**src/rtl/add_serial_pkg.sv**
```systemverilog
// Shared definitions for the serial add/subtract family: FSM encoding and operand masks.
// The delay states exist only to absorb bad-key starts without producing a result.
package add_serial_pkg;

    typedef enum logic [2:0] {
        IDLE = 3'd0,
        SUB  = 3'd1,
        DONE = 3'd2,
        DLY0 = 3'd3,
        DLY1 = 3'd4,
        DLY2 = 3'd5,
        DLY3 = 3'd6,
        DLY4 = 3'd7
    } state_t;

    localparam logic [7:0] A_MASK_DEF = 8'h18;
    localparam logic [7:0] B_MASK_DEF = 8'hDB;
    localparam logic [7:0] KEY_DEF    = 8'hA5;

endpackage

```
**src/rtl/serial_fs.sv**
```systemverilog
// One-bit full subtractor: d = a - b - bin, bout set when the column underflows.
// Purely combinational, no flow control.
module serial_fs (
    input  logic a,
    input  logic b,
    input  logic bin,
    output logic d,
    output logic bout
);

    assign d    = a ^ b ^ bin;
    assign bout = (~a & b) | (~(a ^ b) & bin);

endmodule

```
**src/rtl/sub_serial.sv**
```systemverilog
// Bit-serial LSB-first subtractor, result and borrow valid WIDTH cycles after a keyed capture.
// A wrong key sends the FSM through a five-state delay chain back to IDLE with no result.
module sub_serial
    import add_serial_pkg::*;
#(
    parameter int               WIDTH  = 8,
    parameter logic [WIDTH-1:0] A_MASK = A_MASK_DEF[WIDTH-1:0],
    parameter logic [WIDTH-1:0] B_MASK = B_MASK_DEF[WIDTH-1:0],
    parameter logic [7:0]       KEY    = KEY_DEF
) (
    input  logic             clk,
    input  logic             rst,
    input  logic             en,
    input  logic [7:0]       key,
    input  logic [WIDTH-1:0] a,
    input  logic [WIDTH-1:0] b,
    output logic [WIDTH-1:0] out,
    output logic             borrow,
    output logic             done
);

    localparam int            CW   = $clog2(WIDTH);
    localparam logic [CW-1:0] LAST = CW'(WIDTH - 1);

    state_t           state_q, state_d;
    logic [WIDTH-1:0] a_q, a_d;
    logic [WIDTH-1:0] b_q, b_d;
    logic [WIDTH-1:0] out_q, out_d;
    logic [CW-1:0]    count_q, count_d;
    logic             brw_q, brw_d;
    logic             borrow_q, borrow_d;
    logic             done_q, done_d;

    logic fs_d;
    logic fs_bout;

    serial_fs u_fs (
        .a    (a_q[0]),
        .b    (b_q[0]),
        .bin  (brw_q),
        .d    (fs_d),
        .bout (fs_bout)
    );

    always_comb begin
        state_d  = state_q;
        a_d      = a_q;
        b_d      = b_q;
        out_d    = out_q;
        count_d  = count_q;
        brw_d    = brw_q;
        borrow_d = borrow_q;
        done_d   = done_q;

        case (state_q)
            IDLE, DONE: begin
                if (en) begin
                    out_d    = '0;
                    done_d   = 1'b0;
                    borrow_d = 1'b0;
                    if (key == KEY) begin
                        a_d     = a ^ A_MASK;
                        b_d     = b ^ B_MASK;
                        brw_d   = 1'b0;
                        count_d = '0;
                        state_d = SUB;
                    end else begin
                        state_d = DLY0;
                    end
                end
            end
            SUB: begin
                out_d   = {fs_d, out_q[WIDTH-1:1]};
                a_d     = a_q >> 1;
                b_d     = b_q >> 1;
                brw_d   = fs_bout;
                count_d = count_q + CW'(1);
                // Final borrow comes from this cycle's cell, not the registered one
                if (count_q == LAST) begin
                    state_d  = DONE;
                    done_d   = 1'b1;
                    borrow_d = fs_bout;
                end
            end
            DLY0: state_d = DLY1;
            DLY1: state_d = DLY2;
            DLY2: state_d = DLY3;
            DLY3: state_d = DLY4;
            DLY4: state_d = IDLE;
        endcase
    end

    always_ff @(posedge clk or posedge rst) begin
        if (rst) begin
            state_q  <= IDLE;
            a_q      <= '0;
            b_q      <= '0;
            out_q    <= '0;
            count_q  <= '0;
            brw_q    <= 1'b0;
            borrow_q <= 1'b0;
            done_q   <= 1'b0;
        end else begin
            state_q  <= state_d;
            a_q      <= a_d;
            b_q      <= b_d;
            out_q    <= out_d;
            count_q  <= count_d;
            brw_q    <= brw_d;
            borrow_q <= borrow_d;
            done_q   <= done_d;
        end
    end

    assign out    = out_q;
    assign borrow = borrow_q;
    assign done   = done_q;

endmodule

```
**config.mk**
```make
export PLATFORM = sky130hd
export DESIGN_NAME = sub_serial
export DESIGN_NICKNAME = d
export VERILOG_FILES = /design/src/rtl/add_serial_pkg.sv /design/src/rtl/serial_fs.sv /design/src/rtl/sub_serial.sv
export SDC_FILE = /design/constraint.sdc
export NUM_CORES = 1
export LEC_CHECK = 0
export CORE_ASPECT_RATIO = 0.5
export CORE_UTILIZATION = 40
export CTS_CLUSTER_DIAMETER = 120
export DETAILED_ROUTE_END_ITERATION = 7
export DONT_BUFFER_PORTS = 1
export GPL_TIMING_DRIVEN = 0
export PLACE_DENSITY = 0.61
export SETUP_SLACK_MARGIN = 0.05
export SLEW_MARGIN = 20
export SYNTH_ARGS = -nofsm -noshare
export SYNTH_HDL_FRONTEND = slang
export SYNTH_SLANG_ARGS = --single-unit
```
**constraint.sdc**
```tcl
create_clock -name clk -period 3.25 [get_ports clk]
set_input_delay 0.325 -clock clk [delete_from_list [all_inputs] [get_ports clk]]
set_output_delay 0.325 -clock clk [all_outputs]
set_load 0.01 [all_outputs]
```
==> PnR_summary.wiki, run 1 <==
{| class="wikitable"
! Metric !! Value
|-
| Result of the run || finished, final reports clean
|-
| Tightest hold margin || 0.0289 ns
|-
| Slew of the pin with the lowest slew margin || ~0.7 ns
|-
| Critical path arrival || about 1.9 ns
|-
| FP Rows || 15
|-
| Delay of the slowest cell on the worst path || 0.47 ns
|-
| Overall fraction of global-route tracks in use || 0.157
|-
| Post-synthesis instance area || 1630 um^2
|-
| Bufs on Longest Clock Path || 2
|-
| Fraction of final layout cells sized beyond drive strength 1 || 0.275
|-
| Vias per std cell || around 5.1
|-
| Wire length of the first global-routing pass || just under 5 mm
|-
| Vias post-DR || around 990
|-
| Syn Inst Count || approximately 130
|-
| Leakage || about 0.8 nW
|-
| Fraction of synthesized cell area in xor and xnor cells || 0.00538
|-
| Total count of max-transition violations in the final report || 0
|-
| Post-layout utilization of the core || 0.484
|-
| Cts repair resizes || 0
|-
| Setup_tns || 0 ns
|-
| Area of the core || between 3000 and 4000 um^2
|-
| Count of final setup violators || 0
|-
| Worst min-delay path class || in2async
|-
| Final worst path period share || 0.525
|-
| Maximum fanout count along the critical path || 10
|-
| Number of DRC violations after detailed-routing iteration 0 || 38
|-
| Met2 global-route usage || 0.234
|-
| Number of filler cells placed in the layout || about 340
|-
| Post-detailed-placement half-perimeter wirelength || between 2 and 2.5 mm
|-
| Number of setup buffers added after CTS || 0
|-
| Mux contribution to synthesized area || 0.163
|-
| Met3 Track Usage GR || 0.0663
|-
| Post-synthesis share of cell area spent on full adders, half adders and majority gates || 0.0277
|-
| Clock latency at the later pin of the worst-skew pair || 0.28 ns
|-
| Max-slew headroom at the worst pin || 0.539
|-
| Cell Chain, Critical Path || nand2b_1 -> a21o_1 -> buf_6 -> a21oi_4 -> buf_12 -> mux2_4
|-
| Largest voltage drop on the vdd net || about 250 uV
|-
| Number of global-route vias before repair || slightly below 1000
|-
| Maximum number of pins on one net before global-route repair || 34
|-
| Multi-input logic area || slightly below 700 um^2
|-
| Most repeated cell in the gate-level netlist after synthesis || dfrtp_1
|-
| Highest-utilization routing layer at the global route stage || met2
|-
| Gr ovfl total || 0
|-
| Synthesis-to-layout area growth || 9.00%
|-
| Final count of hold timing violations || 0
|-
| Family with the most delay on the worst path || flip-flops
|-
| Root buffer cell || clkbuf_8
|-
| Simple-gate portion of the synthesized area || 0.0877
|-
| Cell type with the highest aggregate area in the netlist || dfrtp_1
|-
| Remaining number of nets flagged by the antenna check after routing || 0
|-
| Total wire length after detailed routing || 2.96 mm
|-
| CTS Hold Bufs || 0
|-
| I/O pin total || 37
|-
| List of most frequent post-synthesis cells || 33 x dfrtp_1, 11 x o21ai_0, 10 x inv_1, 10 x mux2_4, 10 x nand2_1
|-
| Final Critical Period || between 1.5 and 2 ns
|-
| Starting Density || 0.444
|-
| Power density cells || 1040 nW/um^2
|-
| Main combinational cell family by area after synthesis || multiplexers
|-
| DRC || 0
|-
| Required time of the worst setup path || approximately 3.4 ns
|-
| Count of cell types in the netlist || 27
|-
| Share of flip-flops with an asynchronous set or reset || 1.00
|-
| Number of warnings issued by yosys || 0
|-
| Initial antenna violation count || 0
|-
| Clock tree skew after final layout || 0.00835 ns
|-
| Portion of synthesized cell area occupied by the leading cell type || 0.508
|-
| M1 GR Usage || 0.205
|-
| Crit path launch type || flip-flop
|-
| Clock H-tree levels || 2
|-
| Register bit count reported by yosys || 33
|-
| Clock tree from TritonCTS || yes
|-
| Cell type of the slowest stage on the worst timing path || dfrtp_1
|-
| Number of buffers inserted during clock tree synthesis || 5
|-
| Unrepaired setup endpoints after global routing || false
|-
| Max-capacitance violation count || 0
|-
| Post-layout nets || between 150 and 200
|-
| FF+latch area || about 830 um^2
|-
| Category of the critical setup timing path || reg2reg
|-
| Top cells by area, synth || dfrtp_1 51%, mux2_4 9.2%, a22o_2 4.3%
|-
| Port Buffers || 0
|-
| Synth Area in Compound Gates || 0.138
|-
| Number of diodes || 0
|-
| Total number of clock tree sinks || 33
|-
| Mean Syn Cell Area || approximately 12 um^2
|-
| Sequential cell area fraction in the yosys report || 0.508
|-
| Height of the die || about 47 um
|-
| Number of synthesized flops with an enable pin || 0
|-
| Die width || between 90 and 100 um
|-
| Nets in the synthesized netlist || between 150 and 200
|-
| Critical Path End Type || flip-flop
|-
| Routed wire length per instance || 15.4 um
|-
| Die Outline Area || 4340 um^2
|-
| Fmax || roughly 0.59 GHz
|-
| WP buf/inv || 2
|-
| Leading register cell type out of synthesis || dfrtp_1
|-
| Post-CTS clock slew at the launch and capture registers of the worst setup and hold paths || about 0.07 ns
|-
| Gpl congestion || a little over 0.7
|-
| First-pass DRT Iterations || 4
|}
[sequential cells by signal, summed over array words and instances, names as in the netlist]
signal   cells
a_q          8
b_q          8
out          8
count_q      3
state_q      3
borrow       1
brw_q        1
done         1
[metrics by stage]
step | instances | setup WS (ns) | instance area, um^2 | total power, mW
2_1_floorplan | 134 | 1.64 | 1630 | 1.42
3_3_place_gp | 185 | 1.55 | 1690 | 1.54
3_5_place_dp | 185 | 1.54 | 1690 | 1.57
4_1_cts | 193 | 1.53 | 1770 | 1.87
5_1_grt | 193 | 1.46 | 1770 | 2.00
6_report | 193 | 1.54 | 1770 | 1.85
[final timing paths]
kind	from	end	slack, ns	depth (start not counted)
worst max-delay path	state_q[0]	a_q[6]	1.54	6
worst min-delay path	rst	out[4]	0.03	1
worst max register to register	state_q[0]	a_q[6]	1.54	6
worst min register to register	count_q[0]	count_q[0]	0.48	1
max in group asynchronous	rst	a_q[6]	2.77	1
min in group clk	en	done	0.13	1
[routing by layer]
layer	wire length, um	part of all wire	vias up
met5	0	0	-
met3	173	0.058	6
li1	-	-	475
met4	40	0.013	0
met1	1490	0.50	491
met2	1260	0.42	21
[cell families (layout without fill, tap and decap cells)]
family / count (synthesis) / count (layout)
muxes: 21 / 21
buffers and inverters: 17 / 25
adders and majority gates: 3 / 3
xor gates and xnor gates: 1 / 1
AOI/OAI and AO/OA: 33 / 33
DFF: 33 / 33
and+or+nand+nor: 26 / 26
[cell type report]
class,count,area share
Buffer,7,0.0438
Clock buffer,6,0.0409
Clock inverter,2,0.00565
Inverter,10,0.0212
Multi-Input combinational cell,84,0.387
Sequential cell,33,0.466
Tap cell,51,0.0360
[layout by cell type (no fill, tap or decap), types with 2 or more instances in the layout]
cell,count
dfrtp_1,33
o21ai_0,11
nand2_1,10
mux2_4,10
inv_1,9
nor2_1,9
a21oi_1,9
mux2i_1,7
a22o_2,7
clkbuf_8,5
buf_6,4
mux2_2,4
nand2b_1,2
nor4bb_1,2
o22ai_1,2
ha_1,2
clkinv_2,2
[power by group]
| part | switching (mW) | internal [mW] |
|---|---|---|
| Sequential | 0.149 | 0.603 |
| Combinational | 0.360 | 0.441 |
| Clock | 0.147 | 0.148 |
| Total | 0.656 | 1.19 |
Note: power is estimated with default switching activity, not from simulation.
==> run 2: changes to the inputs <==
Clock period 3.25 ns to 1.6 ns, I/O delays scaled along.
==> run 2 against run 1 <==
Register-to-register slack worse by 1.5 ns. Setup slack lost 1.5 ns. Sequential cell count stayed put. Worst hold slack worse by 0.021 ns. Clock skew shrank 0.0025 ns. Global-route usage grew 0.74 points.
==> PnR_summary.wiki, run 2 (same netlist as run 1, synthesis figures left out) <==
{| class="wikitable"
! Metric !! Value
|-
| Result of the run || finished, final reports clean
|-
| Commonest cells after routing, fill and taps aside || 32 x dfrtp_1, 12 x mux2_4, 11 x buf_6, 11 x o21ai_0, 10 x nand2_1
|-
| Inst Count DP || 185 (unchanged)
|-
| Number of DRC violations after detailed-routing iteration 0 || 17 (-55%)
|-
| Finished layout cell area || 1970 um^2 (+11%)
|-
| Worst min-delay path class || in2reg
|-
| Overall fraction of global-route tracks in use || 0.164 (+0.00741)
|-
| Largest voltage drop on the vdd net || 607 uV (+140%)
|-
| Bufs on Longest Clock Path || 2 (unchanged)
|-
| Total wire length after detailed routing || 3.31 mm (+12%)
|-
| Clock tree skew after final layout || 0.00581 ns (-0.00254 ns)
|-
| Crit path launch type || flip-flop
|-
| First-pass DRT Iterations || 4 (unchanged)
|-
| Post-CTS clock slew at the launch and capture registers of the worst setup and hold paths || 0.07 ns (about the same)
|-
| Vias post-DR || 1052 (+5.9%)
|-
| Area of the core || 3660 um^2 (unchanged)
|-
| Power density cells || 2180 nW/um^2 (+110%)
|-
| I/O pin total || 37 (unchanged)
|-
| Height of the die || 47.1 um (unchanged)
|-
| Clock tree from TritonCTS || yes
|-
| Final worst path period share || 0.999 (+0.474)
|-
| Clock H-tree levels || 2 (unchanged)
|-
| Max-capacitance violation count || 0 (unchanged)
|-
| Fmax || 0.626 GHz (+6.8%)
|-
| Post-detailed-placement half-perimeter wirelength || 2.04 mm (-0.98%)
|-
| Number of buffers inserted during clock tree synthesis || 5 (unchanged)
|-
| Remaining number of nets flagged by the antenna check after routing || 0 (unchanged)
|-
| Finished Layout Cells || 207 (+7.3%)
|-
| Unrepaired setup endpoints after global routing || true
|-
| Wire length of the first global-routing pass || 5.08 mm (+4.1%)
|-
| Clock latency at the later pin of the worst-skew pair || 0.28 ns (about the same)
|-
| Maximum fanout count along the critical path || 5 (-5)
|-
| Count of final setup violators || 0 (unchanged)
|-
| Critical path arrival || 1.76 ns (-0.11 ns)
|-
| Starting Density || 0.444 (unchanged)
|-
| Worst hold stages || 2
|-
| Worst slack, placed || -0.0813 ns (-1.62 ns)
|-
| Setup_tns || 0 ns (unchanged)
|-
| Tightest hold margin || 0.00809 ns (-0.0208 ns)
|-
| Leakage || 0.908 nW (+13%)
|-
| Fraction of final layout cells sized beyond drive strength 1 || 0.346 (+0.0715)
|-
| Reg2Reg Depth || 6 (unchanged)
|-
| Crit path setup slack, layout || 0.00173 ns (-1.54 ns)
|-
| Synthesis-to-layout area growth || 20.9%
|-
| Total number of clock tree sinks || 33 (unchanged)
|-
| Required time of the worst setup path || 1.77 ns (-1.64 ns)
|-
| Setup slack on the worst flop-to-flop path || 0.002 ns (-1.54 ns)
|-
| Gr ovfl total || 0 (unchanged)
|-
| Root buffer cell || clkbuf_8
|-
| DRC || 0 (unchanged)
|-
| Post-layout utilization of the core || 0.537 (+0.0530)
|-
| Critical Path End Type || flip-flop
|-
| Die Outline Area || 4340 um^2 (unchanged)
|-
| Power, Total || 4.30 mW (+130%)
|-
| Die width || 92.2 um (unchanged)
|-
| Number of filler cells placed in the layout || 313 (-8.5%)
|-
| Post-layout nets || 185 (+8.2%)
|-
| Number of diodes || 0 (unchanged)
|-
| Vias per std cell || 5.08 (-1.2%)
|-
| Number of global-route vias before repair || 1007 (+1.3%)
|-
| Max-slew headroom at the worst pin || 0.531 (-0.00802)
|-
| Final count of hold timing violations || 0 (unchanged)
|-
| Gpl congestion || 0.776 (+7.1%)
|-
| Port Buffers || 0 (unchanged)
|-
| Reg-to-reg critical path endpoint || b_q[5]
|-
| Reg-to-Reg Start || state_q[0]
|-
| Slew of the pin with the lowest slew margin || 0.702 ns (+0.0120 ns)
|-
| Most common cell after layout, fill and taps aside || dfrtp_1
|-
| Category of the critical setup timing path || reg2reg
|-
| Initial antenna violation count || 0 (unchanged)
|-
| Sink of the worst hold path || a_q[7]
|-
| Final Critical Period || 1.60 ns (-0.109 ns)
|-
| Hold wc startpoint || a[7]
|-
| Placed Area || 1700 um^2 (+0.52%)
|-
| Routed wire length per instance || 16.0 um (+4.2%)
|-
| Total count of max-transition violations in the final report || 0 (unchanged)
|-
| Maximum number of pins on one net before global-route repair || 34 (unchanged)
|-
| FP Rows || 15 (unchanged)
|}
run 2: changes by cell type in the layout (fill, tap and decap cells not counted), sizes merged:
cell,change
buf,+12
clkinv,-1
dlygate4sd3,+2
clkbuf,+1
run 2: final cells by class:
| cell class | instances | area [um^2] | share of cell area |
|---|---|---|---|
| inverters | 10 | 37.5 | 0.0191 |
| clock buffers | 7 | 96.3 | 0.0490 |
| flip-flops and latches | 33 | 827 | 0.420 |
| repair buffers | 15 | 164 | 0.0833 |
| plain buffers | 6 | 72.6 | 0.0369 |
| well taps | 51 | 63.8 | 0.0324 |
| clock inverters | 1 | 5.00 | 0.00254 |
| multi-input cells | 84 | 701 | 0.356 |
run 2: worst max-delay path, cell delays in order (launching register included):
cell and delay [ns]:
dfrtp_2 0.44, nand2b_4 0.15, a21o_1 0.21, a21oi_4 0.14
buf_6 0.13, buf_12 0.11, mux2_4 0.29
run 2: power by group:
part,switching [mW],internal [mW],total [mW]
sequential,0.301,1.23,1.53
clock,0.302,0.389,0.691
combinational,0.856,1.22,2.08
run 2: worst max-delay path by stage:
stage	from	endpoint	cells after the start
4_1_cts	state_q[0]	a_q[4]	7
2_1_floorplan	state_q[1]	a_q[1]	6
5_1_grt	state_q[0]	a_q[4]	6
6_report	state_q[0]	b_q[5]	6
3_3_place_gp	state_q[1]	b_q[5]	6
3_5_place_dp	state_q[1]	a_q[4]	6
run 2: per-layer routing:
| layer | up-vias | global-route usage | wire, um |
|---|---|---|---|
| met5 | - | 0 | 0 |
| met4 | 0 | 0.0938 | 51 |
| met3 | 6 | 0.0680 | 177 |
| met2 | 25 | 0.240 | 1470 |
| met1 | 518 | 0.211 | 1620 |
| li1 | 503 | - | - |
run 2: what timing repair did:
action,in CTS,in global routing
buffers inserted,8,4
endpoints found under the setup margin,15,26
resized for setup,3,11
hold buffers,2,0
endpoints found under the hold margin,34,0
cloned,1,0
pin swaps,0,2
==> run 3: changes to the inputs <==
Settings changed: GPL_ROUTABILITY_DRIVEN set to 0.
Clock period 1.6 ns to 2.05 ns, I/O delays scaled along.
==> run 3 against run 2 <==
Via count down 6.1%. Largest power group unchanged. Global-route usage fell by 0.74 points. Utilization shrank 5.0 points. Maximum frequency fell by 6.7%. First-iteration DRC count increased by 94%. Combinational power fell by 38%. Die area unchanged.
==> PnR_summary.wiki, run 3 (same netlist as run 1, synthesis figures left out) <==
{| class="wikitable"
! Metric !! Value
|-
| Result of the run || finished, final reports clean
|-
| Number of buffers inserted during clock tree synthesis || 5 (unchanged)
|-
| Number of global-route vias before repair || 994 (-1.3%)
|-
| FP Rows || 15 (unchanged)
|-
| Largest voltage drop on the vdd net || 405 uV (-33%)
|-
| Hold wc startpoint || en
|-
| Required time of the worst setup path || 2.21 ns (+0.44 ns)
|-
| Post-detailed-placement half-perimeter wirelength || 2.06 mm (+0.99%)
|-
| Die Outline Area || 4340 um^2 (unchanged)
|-
| Clock H-tree levels || 2 (unchanged)
|-
| Max-slew headroom at the worst pin || 0.540 (+0.00923)
|-
| Leakage || 0.808 nW (-11%)
|-
| Critical path arrival || 1.88 ns (+0.12 ns)
|-
| Tightest hold margin || 0.00805 ns (-0.0000400 ns)
|-
| DRC || 0 (unchanged)
|-
| Vias post-DR || 988 (-6.1%)
|-
| Maximum fanout count along the critical path || 10 (+5)
|-
| Count of final setup violators || 0 (unchanged)
|-
| Total wire length after detailed routing || 2.99 mm (-9.6%)
|-
| Number of diodes || 0 (unchanged)
|-
| Finished Layout Cells || 194 (-6.3%)
|-
| Unrepaired setup endpoints after global routing || false
|-
| Bufs on Longest Clock Path || 2 (unchanged)
|-
| Post-layout utilization of the core || 0.487 (-0.0503)
|-
| Clock tree from TritonCTS || yes
|-
| Die width || 92.2 um (unchanged)
|-
| Crit path launch type || flip-flop
|-
| Post-CTS clock slew at the launch and capture registers of the worst setup and hold paths || 0.06 ns (about the same)
|-
| Reg-to-Reg Start || state_q[0]
|-
| Total count of max-transition violations in the final report || 0 (unchanged)
|-
| Clock tree skew after final layout || 0.00805 ns (+0.00224 ns)
|-
| Number of DRC violations after detailed-routing iteration 0 || 33 (+16)
|-
| Final worst path period share || 0.835 (-0.164)
|-
| Synthesis-to-layout area growth || 9.62%
|-
| Gr ovfl total || 0 (unchanged)
|-
| Final count of hold timing violations || 0 (unchanged)
|-
| Timing startpoint of the critical path || state_q[0]
|-
| Fmax || 0.584 GHz (-6.7%)
|-
| Routed wire length per instance || 15.4 um (-3.5%)
|-
| Commonest cells after routing, fill and taps aside || 33 x dfrtp_1, 11 x o21ai_0, 10 x nand2_1, 10 x mux2_4
|-
| Wire length of the first global-routing pass || 4.88 mm (-3.9%)
|-
| Root buffer cell || clkbuf_8
|-
| Power density cells || 1650 nW/um^2 (-25%)
|-
| Total number of clock tree sinks || 33 (unchanged)
|-
| Setup_tns || 0 ns (unchanged)
|-
| Max-capacitance violation count || 0 (unchanged)
|-
| Category of the critical setup timing path || reg2reg
|-
| I/O pin total || 37 (unchanged)
|-
| Remaining number of nets flagged by the antenna check after routing || 0 (unchanged)
|-
| Power, Total || 2.94 mW (-32%)
|-
| Post-layout nets || 172 (-7.0%)
|-
| Finished layout cell area || 1780 um^2 (-9.4%)
|-
| First-pass DRT Iterations || 4 (unchanged)
|-
| Clock latency at the later pin of the worst-skew pair || 0.28 ns (about the same)
|-
| Area of the core || 3660 um^2 (unchanged)
|-
| Initial antenna violation count || 0 (unchanged)
|-
| Starting Density || 0.444 (unchanged)
|-
| Cts repair resizes || 0 (-3)
|-
| Crit path setup slack, layout || 0.338 ns (+0.336 ns)
|-
| Overall fraction of global-route tracks in use || 0.157 (-0.00741)
|-
| Port Buffers || 0 (unchanged)
|-
| Most common cell after layout, fill and taps aside || dfrtp_1
|-
| Vias per std cell || 5.09 (+0.21%)
|-
| Placed Area || 1690 um^2 (-0.52%)
|-
| Worst slack, placed || 0.343 ns (+0.424 ns)
|-
| Final Critical Period || 1.71 ns (+0.114 ns)
|-
| Fraction of final layout cells sized beyond drive strength 1 || 0.273 (-0.0734)
|-
| Critical Path End Type || flip-flop
|-
| Maximum number of pins on one net before global-route repair || 34 (unchanged)
|-
| Inst Count DP || 185 (unchanged)
|-
| Height of the die || 47.1 um (unchanged)
|-
| Worst min-delay path class || in2reg
|-
| Slew of the pin with the lowest slew margin || 0.689 ns (-0.0138 ns)
|}
## run 3: power breakdown
part | internal (mW) | switching [mW] | leakage (nW)
Combinational | 0.701 | 0.575 | 0.354
Sequential | 0.956 | 0.236 | 0.410
Clock | 0.235 | 0.234 | 0.0450
Total | 1.89 | 1.04 | 0.808
## run 3: layout make-up
| type | instances | area (um^2) |
|---|---|---|
| plain buffers | 7 | 77.6 |
| clock buffers | 6 | 72.6 |
| clock inverters | 2 | 10.0 |
| fillers | 341 | 1880 |
| inverters | 10 | 37.5 |
| multi-input cells | 84 | 686 |
| flip-flops and latches | 33 | 826 |
| well taps | 51 | 63.8 |
| repair buffers | 1 | 10.0 |
## run 3: path summary, 6_finish.rpt
path,endpoint,slack [ns],depth (start not counted)
worst max-delay path,a_q[6],0.34,6
worst min-delay path,done,0.008,1
worst max register to register,a_q[6],0.34,6
worst min register to register,count_q[0],0.48,1
max in group asynchronous,a_q[6],1.11,2
min in group asynchronous,out[4],0.49,2
## run 3: metal layers
layer | part of all wire | global-route usage | vias to the layer above
li1 | - | - | 476
met1 | 0.51 | 0.205 | 484
met2 | 0.43 | 0.234 | 22
met3 | 0.055 | 0.0663 | 6
met4 | 0.013 | 0.0656 | 0
met5 | 0 | 0 | -
## run 3: critical path: stages, from the launching register on
cell and delay (ns):
dfrtp_1 0.47, nand2b_1 0.18, a21o_1 0.18, buf_6 0.14, a21oi_4 0.16, buf_12 0.17
mux2_4 0.30
## run 3: repair_timing
item	CTS	global route
setup endpoints to repair	0	0
setup buffers	0	0
hold buffers	1	0
hold endpoints to repair	33	0
